==> src/rtl/vstreamin_scheduler.sv <==
// vstreamin_scheduler: serves latched column stream-in requests in ascending order, vec_len beats each.
// Ports: clk, rst_n (async, active-low); is_vstreamin/base_addr/vec_len request captured in IDLE;
// abort cancels a job; s_tdata/s_tvalid/s_tready stream input; wr_en/wr_addr/wr_data RF write
// port (1-cycle latency); consumer one-hot served column; busy job flag; done completion pulse.
// Optional VSTREAMIN_TLAST_EN adds s_tlast input and sticky len_err output.
module vstreamin_scheduler #(
  parameter int NUM_COL = 8,
  parameter int ADDR_W = 5,
  parameter int DATA_W = 32,
  parameter int LEN_W = 8
) (
  input  logic clk,
  input  logic rst_n,
  input  logic [NUM_COL-1:0] is_vstreamin,
  input  logic [ADDR_W-1:0] base_addr,
  input  logic [LEN_W-1:0] vec_len,
  input  logic abort,
  input  logic [DATA_W-1:0] s_tdata,
  input  logic s_tvalid,
`ifdef VSTREAMIN_TLAST_EN
  input  logic s_tlast,
  output logic len_err,
`endif
  output logic s_tready,
  output logic [NUM_COL-1:0] wr_en,
  output logic [ADDR_W-1:0] wr_addr,
  output logic [DATA_W-1:0] wr_data,
  output logic [NUM_COL-1:0] consumer,
  output logic busy,
  output logic done
);
  typedef enum logic [1:0] {IDLE, SELECT, STREAM, FINISH} state_t;
  state_t state;
  logic [NUM_COL-1:0] mask, low, rest;
  logic [LEN_W-1:0] len, cnt;
  logic [ADDR_W-1:0] base, addr;
  logic beat, last;
  assign beat = s_tvalid & s_tready;
  assign last = cnt == len - LEN_W'(1);
  // isolate the lowest pending column
  assign low = mask & (~mask + NUM_COL'(1));
  assign rest = mask & ~consumer;
  always_ff @(posedge clk or negedge rst_n) begin
    if (!rst_n) begin
      state <= IDLE;
      mask <= '0;
      len <= '0;
      cnt <= '0;
      base <= '0;
      addr <= '0;
      s_tready <= 1'b0;
      wr_en <= '0;
      wr_addr <= '0;
      wr_data <= '0;
      consumer <= '0;
      busy <= 1'b0;
      done <= 1'b0;
`ifdef VSTREAMIN_TLAST_EN
      len_err <= 1'b0;
`endif
    end else begin
      wr_en <= '0;
      done <= 1'b0;
      if (abort && state != IDLE) begin
        state <= IDLE;
        s_tready <= 1'b0;
        busy <= 1'b0;
        consumer <= '0;
      end else begin
        case (state)
          IDLE: if (|is_vstreamin) begin
            mask <= is_vstreamin;
            len <= vec_len;
            base <= base_addr;
            busy <= 1'b1;
            state <= SELECT;
`ifdef VSTREAMIN_TLAST_EN
            len_err <= 1'b0;
`endif
          end
          SELECT: begin
            consumer <= low;
            addr <= base;
            cnt <= '0;
            // zero length serves every latched column without taking beats
            if (mask == '0 || len == '0) begin
              mask <= '0;
              done <= 1'b1;
              state <= FINISH;
            end else begin
              s_tready <= 1'b1;
              state <= STREAM;
            end
          end
          STREAM: if (beat) begin
            wr_en <= consumer;
            wr_addr <= addr;
            wr_data <= s_tdata;
            addr <= addr + ADDR_W'(1);
            cnt <= cnt + LEN_W'(1);
`ifdef VSTREAMIN_TLAST_EN
            if (s_tlast != last) len_err <= 1'b1;
`endif
            if (last) begin
              mask <= rest;
              s_tready <= 1'b0;
              done <= ~|rest;
              state <= |rest ? SELECT : FINISH;
            end
          end
          FINISH: begin
            busy <= 1'b0;
            consumer <= '0;
            state <= IDLE;
          end
        endcase
      end
    end
  end
endmodule

==> config.mk <==
export PLATFORM = sky130hd
export DESIGN_NAME = vstreamin_scheduler
export DESIGN_NICKNAME = d
export VERILOG_FILES = /design/src/rtl/vstreamin_scheduler.sv
export SDC_FILE = /design/constraint.sdc
export NUM_CORES = 1
export LEC_CHECK = 0
export ABC_AREA = 1
export CAP_MARGIN = 30
export CORE_MARGIN = 2
export CORE_UTILIZATION = 53
export CTS_CLUSTER_DIAMETER = 80
export DETAILED_ROUTE_END_ITERATION = 8
export PLACE_DENSITY_LB_ADDON = 0.3
export SKIP_CTS_REPAIR_TIMING = 1
export SLEW_MARGIN = 15
export SYNTH_ARGS = -nofsm -noshare
export SYNTH_HDL_FRONTEND = slang
export SYNTH_SLANG_ARGS = --single-unit
==> constraint.sdc <==
create_clock -name clk -period 2.9 [get_ports clk]
set_input_delay 0.58 -clock clk [delete_from_list [all_inputs] [get_ports clk]]
set_output_delay 0.58 -clock clk [all_outputs]
set_load 0.005 [all_outputs]
Word-level counts from Yosys, hierarchy flattened
Index checks and enable logic that the tools add are counted.
W data, S select, Z words.
{"block": "word_totals", "ff_bits": 92, "inputBits": 57, "out_inout_bits": 56, "word_cells": 90}
{"block": "op_classes", "add_sub_neg": 4, "eq_ne": 12, "n_mux": 34, "bitwise_logic": 6, "n_reduce_logical": 21}
{"operator": "$mux W8", "n": 9}
{"operator": "$pmux W8 S2", "n": 2}
{"operator": "$pmux W8 S3", "n": 1}
{"operator": "$add A8 B1 Y8 const B", "n": 2}
{"operator": "$and A8 B8 Y8", "n": 2}
{"operator": "$logic_not A8 Y1", "n": 2}
{"operator": "$not A8 Y8", "n": 2}
{"operator": "$reduce_or A8 Y1", "n": 2}
{"operator": "$ne A3 B3 Y1 const B", "n": 4}
{"operator": "$reduce_and A3 Y1", "n": 4}
{"operator": "$reduce_bool A3 Y1", "n": 4}
{"operator": "$mux W1", "n": 11}
{"operator": "$mux W2", "n": 5}
{"operator": "$pmux W5 S2", "n": 1}
{"operator": "$eq A8 B8 Y1", "n": 1}
{"operator": "$ne A2 B2 Y1 const B", "n": 4}
{"operator": "$pmux W2 S4", "n": 1}
{"operator": "$sub A8 B1 Y8 const B", "n": 1}
{"operator": "$pmux W1 S2", "n": 3}
{"operator": "$reduce_and A6 Y1", "n": 1}
{"operator": "$add A5 B1 Y5 const B", "n": 1}
{"operator": "$mux W5", "n": 1}
{"operator": "$eq A2 B2 Y1 const B", "n": 2}
{"operator": "$reduce_and A4 Y1", "n": 1}
{"operator": "other kinds (9)", "n": 10}

Depth between registers and ports, before layout
{"block": "logic_depth", "word_depth": 8, "mapped_depth": 15, "ltp_nobuf": 15}

Worst setup path before layout
Ideal clock, no wire load.
{"block": "synth_path", "kind": "flip-flop to flip-flop", "from": "register state[0]", "to": "register cnt[7]", "setup_time_ns": 0.123, "arrival_ns": 1.595, "t_required_ns": 2.777, "slack_ns": 1.181, "stages_incl_launch_ff": 12, "path_buffers": 1, "period_less_slack_ns": 1.719, "cell_sequence": "dfrtp_1 -> inv_1 -> ha_1 -> buf_4 -> nand2_1 -> inv_1 -> nor2_1 -> nand3_1 -> nor3_2 -> nand2_1 -> o21ai_0 -> a21oi_1"}
{"block": "synth_between", "elab_chain_cells": 4, "elab_cells_between_ends": 9, "cone_classes": "eq/ne (3); mux (1); bitwise (1); reduce/logical (4)"}
{"item": "start: declaration", "line_no": "33", "text": "state_t state;"}
{"item": "start signal: assignment", "line_no": "108", "text": "state <= |rest ? SELECT : FINISH;"}
{"item": "branches (longest 4 deep; another with $reduce_and A3 Y1)"}
{"item": "end signal: assignment", "line_no": "100", "text": "cnt <= cnt + LEN_W'(1);"}
{"item": "end: declaration", "line_no": "35", "text": "logic [LEN_W-1:0] len, cnt;"}
Several ways; the timed one is not identified.
A chain may end at the register's enable or synchronous reset.

Worst setup path in the final report
{"block": "layout_path", "from": "register state[0]", "to": "register wr_data[25]"}
{"block": "layout_between", "elab_chain_cells": 4, "elab_cells_between_ends": 5, "cone_classes": "eq/ne (1); bitwise (1); reduce/logical (3)"}
{"item": "$reduce_bool A2 Y1", "line_no": "64", "text": "if (abort && state != IDLE) begin"}
{"item": "$logic_and A1 B1 Y1", "line_no": "64"}
{"item": "$not A1 Y1 (no source line)"}
{"item": "$reduce_and A3 Y1 (no source line) (*)"}
{"item": "end signal: assignment", "line_no": "98", "text": "wr_data <= s_tdata;"}
{"item": "end: declaration", "line_no": "27", "text": "output logic [DATA_W-1:0] wr_data,"}
Mark *: on every way between the ends. The rest lies on a longest branch, timed or not.

==> flow_metrics.py <==
metrics = {
    "sta": {
        "fin_ws_ns": 0.7784,
        "drv_slew": 0,
        "fmax_mhz": 471.3,
        "hold_violations": 0,
        "finalCritPeriodShare_pct": 73.16,
        "fin_skew_ns": 0.005628,
        "relSlewSlack_pct": 60.73,
        "setup_tns_ns": 0,
        "rsz0062_at_grt": "false",
        "setup_viol": 0,
        "worstMarginPinSlew_ns": 0.5890,
        "min_period_ns": 2.122,
    },
    "synthesis": {
        "synth_ff_type": "dfrtp_1",
        "synth-simple-area-share_pct": 29.93,
        "synthMuxAreaShare_pct": 0.4989,
        "synth.most_common_cell": "nand2_1",
        "syn_nets": 642,
        "ys_ff_latch": 92,
        "synth_cells": 576,
        "ys_async_sr_fraction_pct": 100.0,
        "synth_edf_count": 0,
        "synthAdderAreaFrac_pct": 2.494,
        "synth.avg_cell_area_um2": 7.837,
        "synth_top_area_share_pct": 51.00,
        "synth_area_mm2": 0.004514,
        "synthTopCellsByCount": "nand2_1, dfrtp_1, inv_1",
        "synth_seq_area_share_pct": 51.00,
        "yosysTopAreaCell": "dfrtp_1",
        "yosysWarnings": 0,
        "ys_types": 31,
        "synth-compound-area-share_pct": 7.816,
        "synth_top_family_by_area": "simple AND/OR/NAND/NOR gates",
        "synthXorXnorAreaFrac_pct": 1.164,
        "ys_top_cells_by_area": "dfrtp_1, nand2_1, inv_1, o21ai_0, nor2_1",
    },
    "route": {
        "vias_per_cell": 5.155,
        "vias": 4124,
        "finalWirelength_um": 11300,
        "drcViolationCount": 0,
        "wl_per_cell_um": 14.13,
        "ant_nets": 0,
        "drt_pre_antenna_iters": 5,
        "first_iter_violations": 218,
    },
    "clocking": {
        "cts_max_path_buffers": 2,
        "clk_pin_slew_ns": 0.09,
        "cts_sinks": 92,
        "cts_tree": "yes",
        "ctsHtreeMaxLevel": 3,
        "cts_root_buffer": "clkbuf_8",
        "cts_buffers": 9,
        "clock_latency_ns": 0.36,
    },
    "critical_path": {
        "cp_data_required_time_ns": 3.20,
        "critPathArrivalTime_ns": 2.42,
        "path_max_fanout": 34,
        "reg2reg_slack_ns": 0.78,
        "path_class": "reg2reg",
        "cp-end-kind": "flip-flop",
        "start_kind": "flip-flop",
        "worst_r2r_endpoint": "wr_data[25]",
        "worstRegToRegCells": 9,
        "r2r_start": "state[0]",
    },
    "power": {
        "combPwrFrac_pct": 48.7,
        "power-per-cell-area_mw_per_mm2": 951.2,
        "finalPower_w": 0.005659,
        "p_seq_share_pct": 36.4,
        "switching_share_pct": 41.12,
        "p_int_w": 0.003332,
        "peakVddDrop_v": 0.0004260,
        "switchingPower_w": 0.002327,
        "p_leak_nw": 2.968,
        "p_clk_share_pct": 14.9,
    },
    "cells_and_area": {
        "design_area_mm2": 0.005949,
        "nNetsFinal": 757,
        "fill_cells": 644,
        "layout-drive-gt1-share_pct": 6.331,
        "syn_to_final_growth_pct": 31.79,
        "diodes": 0,
        "final_util_pct": 72.41,
        "seqCellArea_mm2": 0.002302,
        "multi_input_area_mm2": 0.001892,
    },
    "die": {
        "fp.dieW_um": 96.29,
        "ios": 113,
        "placementRows": 33,
        "dieHeight_um": 96.29,
        "start_util_pct": 54.94,
        "coreArea_mm2": 0.008217,
        "dieArea_mm2": 0.009272,
    },
    "flow_run": {
        "max-cap-violations": 0,
    },
    "global_routing": {
        "grt_max_degree": 49,
        "track_usage_pct": 26.06,
        "antenna_found_initial": 0,
        "grtUsageMet1_pct": 32.34,
        "grtUsageMet3_pct": 5.482,
        "overflow": 0,
        "grt-busiest-layer": "met2",
        "grt_first_pass_wirelength_um": 18550,
        "grt_use_met2_pct": 45.02,
        "grt_pass1_vias": 4048,
    },
    "placement": {
        "portBuffers": 112,
        "hpwl_um": 8299,
        "placed_cell_area_mm2": 0.005761,
        "preCtsSetupSlack_ns": 0.6702,
        "routabilityCongestion": 0.9504,
    },
    "outcome": {
        "status": "finished, final reports clean",
    },
    "min_path": {
        "hold_class": "in2async",
    },
}
==> state kept, by name, indices dropped and copies added (netlist names) <==
register  count
addr          5
base          5
busy          1
cnt           8
consumer      8
done          1
len           8
mask          8
s_tready      1
state         2
wr_addr       5
wr_data      32
wr_en         8
==> critical path, cell delays in order, from the launching register on <==
cell and delay (ns):
dfrtp_1 0.45, inv_1 0.13, ha_1 0.39, inv_1 0.27, nor2_1 0.15, nand2_1 0.09
clkinv_1 0.06, buf_4 0.31, nand2_1 0.11, nand2_1 0.09
==> metrics by stage <==
step                      instances  hold WS [ns]
final                           800        0.2081
after global routing            800        0.2485
after CTS                       800        0.2328
after detailed placement        785        0.4636
after global placement          785        0.4609
after floorplan                 576        0.2844
==> cells in the final DEF (no fill, tap or decap) <==
cell type and count:
dfrtp_1 92, clkbuf_8 9, a21oi_2 1, nand2_2 6, nand4_1 5, nor2_1 39
o211ai_1 1, buf_4 6, mux2_2 2, clkinv_4 1, o32ai_1 4, nand2_1 225
inv_1 67, o21ai_1 2, nand3_2 1, o21ai_0 32, clkinv_2 2, nor3_1 3
a21oi_1 10, xor2_1 6, nor3_2 2, or2_1 1, inv_6 1, nand3_4 1
nor3_4 2, o22ai_1 13, clkdlybuf4s50_1 111, nand3_1 29, buf_12 1, inv_2 1
ha_1 9, clkinvlp_4 1, bufinv_16 1, nand3b_1 1, clkinv_1 1, nor2_2 6
==> per-layer routing <==
layer  share of wire, %  vias up
met5                  0        -
met4                1.6        0
met3                6.0       15
met2                 51      153
met1                 41     1925
li1                   -     2031
==> kinds of logic after synthesis <==
kind of cell	after synthesis
fa+ha+maj	9
flops	92
xor+xnor	6
buf+inv	83
simple gates	321
mux	2
compound gates	63
==> cell type report <==
type	count	area share [%]
repair buffers	118	19.77
flip-flops and latches	92	38.70
multi-input cells	401	31.80
well taps	105	2.208
clock inverters	6	1.094
inverters	69	4.353
clock buffers	9	2.082
==> power groups by stage <==
stage	logic, W	clock network (W)	registers, W
floorplan	0.00163	0	0.00204
CTS	0.00274	0.000859	0.00206
global placement	0.00262	0	0.00205
global route	0.00309	0.000920	0.00211
finish	0.00275	0.000845	0.00206
detailed placement	0.00271	0	0.00207
==> worst max path at each step <==
stage             endpoint  cells after the start            start  slack (ns)
2_1_floorplan       cnt[7]                     11         state[0]        1.18
3_3_place_gp        cnt[7]                      9            abort        0.77
3_5_place_dp       mask[2]                      9  is_vstreamin[6]        0.67
4_1_cts             cnt[6]                     10         state[0]        0.77
5_1_grt             cnt[0]                      9         state[0]        0.53
6_report       wr_data[25]                      9         state[0]        0.78
Note: power is estimated with default switching activity, not from simulation.
